<file path="src/rtl/div_pkg.sv">
// Shared types and helpers for the divide-by-(2^K - 1) datapath.
package div_pkg;

    typedef enum logic [1:0] {IDLE, RUN, DONE} state_t;

    localparam int DEF_K   = 8;
    localparam int DIVISOR = (1 << DEF_K) - 1;

    function automatic int divisor_of(input int k);
        return (1 << k) - 1;
    endfunction

    // Minimum bits to hold values 0..n-1, never less than one.
    function automatic int clog2(input int n);
        int w;
        w = 1;
        for (int i = 1; i < 32; i++)
            if ((1 << i) < n) w = i + 1;
        return w;
    endfunction

endpackage

</file>
<file path="src/rtl/div_pow2m1_step.sv">
// One restoring division step against D = 2^K - 1: shift in a dividend bit, subtract if it fits.
module div_pow2m1_step
    import div_pkg::*;
#(
    parameter int K = 8
) (
    input  logic [K:0] i_p,
    input  logic       i_bit,
    output logic [K:0] o_p,
    output logic       o_qbit
);

    localparam logic [K+1:0] D_WIDE = (K+2)'(divisor_of(K));
    localparam logic [K:0]   D      = (K+1)'(divisor_of(K));

    logic [K+1:0] w_shift;
    logic [K:0]   w_sub;
    logic         w_ge;

    // Full-width compare keeps the spare top bit of P meaningful even though it stays zero.
    assign w_shift = {i_p, i_bit};
    assign w_ge    = (w_shift >= D_WIDE);
    assign w_sub   = w_shift[K:0] - D;
    assign o_p     = w_ge ? w_sub : w_shift[K:0];
    assign o_qbit  = w_ge;

endmodule

</file>
<file path="src/rtl/div_pow2m1_seq.sv">
// Iterative unsigned divider by 2^K - 1, one quotient bit per cycle with start/busy/done.
module div_pow2m1_seq
    import div_pkg::*;
#(
    parameter int WIDTH = 32,
    parameter int K     = 8
) (
    input  logic             clk,
    input  logic             rst,
    input  logic             start,
    input  logic [WIDTH-1:0] x,
    output logic             busy,
    output logic             done,
    output logic [WIDTH-1:0] q,
    output logic [K-1:0]     r
);

    localparam int            CW       = clog2(WIDTH);
    localparam logic [CW-1:0] CNT_INIT = CW'(WIDTH - 1);

    state_t           r_state, w_state_nxt;
    logic [WIDTH-1:0] r_x;
    logic [K:0]       r_p;
    logic [CW-1:0]    r_cnt;
    logic [WIDTH-1:0] r_q;
    logic [K-1:0]     r_r;
    logic [K:0]       w_p_nxt;
    logic             w_qbit;
    logic             w_accept;
    logic [WIDTH-1:0] w_x_nxt;

    div_pow2m1_step #(.K(K)) u_step (
        .i_p    (r_p),
        .i_bit  (r_x[WIDTH-1]),
        .o_p    (w_p_nxt),
        .o_qbit (w_qbit)
    );

    // Dividend shifts out of the top while quotient bits fill in from the bottom.
    assign w_x_nxt  = {r_x[WIDTH-2:0], w_qbit};
    assign w_accept = start && (r_state != RUN);

    always_comb begin
        w_state_nxt = r_state;
        case (r_state)
            IDLE:    if (start) w_state_nxt = RUN;
            RUN:     if (r_cnt == '0) w_state_nxt = DONE;
            DONE:    w_state_nxt = start ? RUN : IDLE;
            default: w_state_nxt = IDLE;
        endcase
    end

    always_ff @(posedge clk or posedge rst) begin
        if (rst) r_state <= IDLE;
        else     r_state <= w_state_nxt;
    end

    always_ff @(posedge clk or posedge rst) begin
        if (rst) begin
            r_x   <= '0;
            r_p   <= '0;
            r_cnt <= '0;
            r_q   <= '0;
            r_r   <= '0;
        end else if (w_accept) begin
            r_x   <= x;
            r_p   <= '0;
            r_cnt <= CNT_INIT;
        end else if (r_state == RUN) begin
            r_x <= w_x_nxt;
            r_p <= w_p_nxt;
            if (r_cnt != '0) begin
                r_cnt <= r_cnt - 1'b1;
            end else begin
                r_q <= w_x_nxt;
                r_r <= w_p_nxt[K-1:0];
            end
        end
    end

    assign busy = (r_state == RUN);
    assign done = (r_state == DONE);
    assign q    = r_q;
    assign r    = r_r;

endmodule

</file>
<file path="config.mk">
export PLATFORM = sky130hd
export DESIGN_NAME = div_pow2m1_seq
export DESIGN_NICKNAME = d
export VERILOG_FILES = /design/src/rtl/div_pkg.sv /design/src/rtl/div_pow2m1_step.sv /design/src/rtl/div_pow2m1_seq.sv
export SDC_FILE = /design/constraint.sdc
export NUM_CORES = 1
export LEC_CHECK = 0
export ABC_AREA = 1
export CORE_UTILIZATION = 50
export DETAILED_ROUTE_END_ITERATION = 8
export GPL_TIMING_DRIVEN = 0
export PLACE_DENSITY = 0.76
export SYNTH_ARGS = -nofsm -noshare
export SYNTH_HDL_FRONTEND = slang
export SYNTH_HIERARCHICAL = 1
export SYNTH_SLANG_ARGS = --single-unit
</file>
<file path="constraint.sdc">
create_clock -name clk -period 4.55 [get_ports clk]
set_input_delay 1.365 -clock clk [delete_from_list [all_inputs] [get_ports clk]]
set_output_delay 1.365 -clock clk [all_outputs]
set_load 0.01 [all_outputs]
</file>
==> flow_metrics.env <==
export IMPL_outcome="finished clean"
export IMPL_wl_per_cell_um=14.9
export IMPL_die_width_um=111
export IMPL_yosys_warnings=6
export IMPL_drc_errors=0
export IMPL_cts_setup_buffers=0
export IMPL_drv_cap=0
export IMPL_synth_most_common_cell="nand2_1"
export IMPL_antenna_found_initial=0
export IMPL_yosys_area_top_type_share=0.487
export IMPL_min_to="r[2]$_DFFE_PP0P_"
export IMPL_htree_levels=4
export IMPL_drtPass1Iterations=5
export IMPL_drt_iter0_markers=496
export IMPL_layout_min_cycle_time_ns=3.20
export IMPL_r2r_start="r_cnt[0]$_DFFE_PP0P_"
export IMPL_grt_util_all_layers=0.261
export IMPL_max_freq_ghz=0.313
export IMPL_hold_violations=0
export IMPL_crit_type="reg -> out"
export IMPL_via_count=5430
export IMPL_wl_met2_mm=7.19
export IMPL_drv_slew=0
export IMPL_p_leak_nw=3.53
export IMPL_finalSetupViolCount=0
export IMPL_min_delay_start="r[2]$_DFFE_PP0P_"
export IMPL_synth_area_per_cell_sq_um=7.92
export IMPL_diodes=0
export IMPL_synth_cell_types=29
export IMPL_grt_max_degree=63
export IMPL_dpl_instance_area_sq_mm=0.00688
export IMPL_chipHeight_um=111
export IMPL_endpoint_kind="output pin"
export IMPL_drt_total_wl_mm=14.9
export IMPL_grt_ovfl_total=0
export IMPL_clock_sinks=115
export IMPL_num_rows=39
export IMPL_worst_pin_slew_ns=0.527
export IMPL_synth_edf_count=0
export IMPL_clock_root_buffer="clkbuf_16"
export IMPL_design_area_sq_mm=0.00750
export IMPL_synth_largest_area_cell="dfrtp_1"
export IMPL_timing_rr_end="q[9]$_DFFE_PP0P_"
export IMPL_core_area_sq_mm=0.0115
export IMPL_synth_commonest_cells="nand2_1, dfrtp_1, inv_1, nor2_1, nand3_1"
export IMPL_met3_length_um=891
export IMPL_yosysSeqAreaShare=0.487
export IMPL_period_share=0.703
export IMPL_total_power_mw=5.28
export IMPL_grt_setup_unrepaired="no"
export IMPL_hold_path_class="reg -> reg"
export IMPL_met1_length_mm=6.54
export IMPL_avgViaCountPerCell=5.44
export IMPL_start_util=0.515
export IMPL_portBuffers=76
export IMPL_slew_headroom=0.648
export IMPL_start_kind="flip-flop"
export IMPL_synth_flop_cell="dfrtp_1"
export IMPL_cts_clk_slew_worst_paths_ns=0.06
export IMPL_skew_ns=0.00624
export IMPL_peakVddDrop_uv=451
export IMPL_cts_buffer_depth=2
export IMPL_clk_latency_ns=0.43
export IMPL_power_density_mw_per_mm2=704
export IMPL_synthesis_instances=746
export IMPL_grt_pass1_wl_mm=25.5
export IMPL_synthTopCellsByArea="dfrtp_1, nand2_1, inv_1"
export IMPL_ctsHoldBuffers=0
export IMPL_ant_nets=0
export IMPL_synth_area_sq_mm=0.00591
export IMPL_nNetsFinal=879
export IMPL_cts_resized_gates=0
export IMPL_area_delta_synth_final_pct=27.0
export IMPL_grt_pass1_vias=5331
export IMPL_hpwl_mm=10.7
export IMPL_die_area_sq_mm=0.0123
export IMPL_gp_congestion=0.850
export IMPL_path_max_fanout=10
export IMPL_worstHoldPathCells=2
export IMPL_arrival_ns=1.83
export IMPL_top_layer="met4"
export IMPL_io_pins=77
export IMPL_async_flop_share=1.00
export IMPL_cts_buffers=17
export IMPL_drive_above_1_share=0.106
export IMPL_critPathLaunch="r_state[1]$_DFFE_PP0P_"
export IMPL_r2r_slack_ns=2.45
export IMPL_ys_ff_latch=115
export IMPL_cts_tree="built"
export IMPL_ff2ff_path_depth=11
export IMPL_crit_required_ns=3.18
export IMPL_syn_nets=783
## state kept, by name, summed over array words and instances, names as in the netlist
signal,count
r_x,32
r,8
q,32
r_state,2
r_cnt,32
r_p,9
## cell families after synthesis
kind of cell,after synthesis,share of synthesized area
adder cells (fa/ha/maj),2,0.00424
buffers and inverters,115,0.0896
AO/OA/AOI/OAI,115,0.128
flip-flops,115,0.487
AND/OR/NAND/NOR,396,0.286
XOR/XNOR,3,0.00445
## critical path, stage by stage, from the launching register on
cell             delay, ns
dfrtp_1               0.35
inv_1                 0.07
nand2_1               0.07
inv_1                 0.08
buf_2                 0.24
clkdlybuf4s50_1       0.59
## cell usage in the layout (no fill, tap or decap), drive strengths merged
cell,instances
a21oi,1
a22o,1
buf,20
bufinv,3
clkbuf,30
clkdlybuf4s50,76
clkinv,3
clkinvlp,4
dfrtp,115
ha,2
inv,88
nand2,254
nand3,43
nand4,21
nor2,77
o211ai,5
o21ai,79
o21bai,5
o221ai,24
or2,1
xor2,3
## power breakdown
part	internal (mW)	switching, mW
Combinational	0.838	1.35
Sequential	1.40	0.291
Clock	0.897	0.505
## routing by layer
| metal | global-route usage | up-vias |
|---|---|---|
| li1 | - | 2618 |
| met5 | 0 | - |
| met1 | 0.343 | 2610 |
| met4 | 0.100 | 0 |
| met2 | 0.417 | 178 |
| met3 | 0.0667 | 24 |
## area by class of cell
class	instances	area, sq um
sequential	115	2880
multi-input combinational	516	2500
timing repair buffer	77	788
fill	950	3960
clock buffer	19	453
inverter	85	324
buffer	30	210
clock inverter	13	173
tap	143	179
## worst max-delay path by stage
| stage | cells past startpoint | slack (ns) | end |
|---|---|---|---|
| floorplan | 1 | 0.14 | q[0]$_DFFE_PP0P_ |
| global placement | 2 | -1.52 | q[10]$_DFFE_PP0P_ |
| detailed placement | 6 | 1.31 | r_cnt[4]$_DFFE_PP0P_ |
| finish | 5 | 1.35 | busy |
| global route | 5 | 1.25 | busy |
| CTS | 5 | 1.34 | busy |
## metrics by stage
step                      std cells  hold slack [ns]  utilization  worst slack, ns  setup TNS, ns
final                           998            0.480        0.654             1.35              0
after global routing            998            0.505        0.654             1.25              0
after global placement          965            0.464        0.597            -1.52        -174.23
after CTS                       998            0.485        0.654             1.34              0
after detailed placement        966            0.470        0.600             1.31              0
after floorplan                 746            0.453            -            0.141              0
Power figures use the tool's default switching activity.
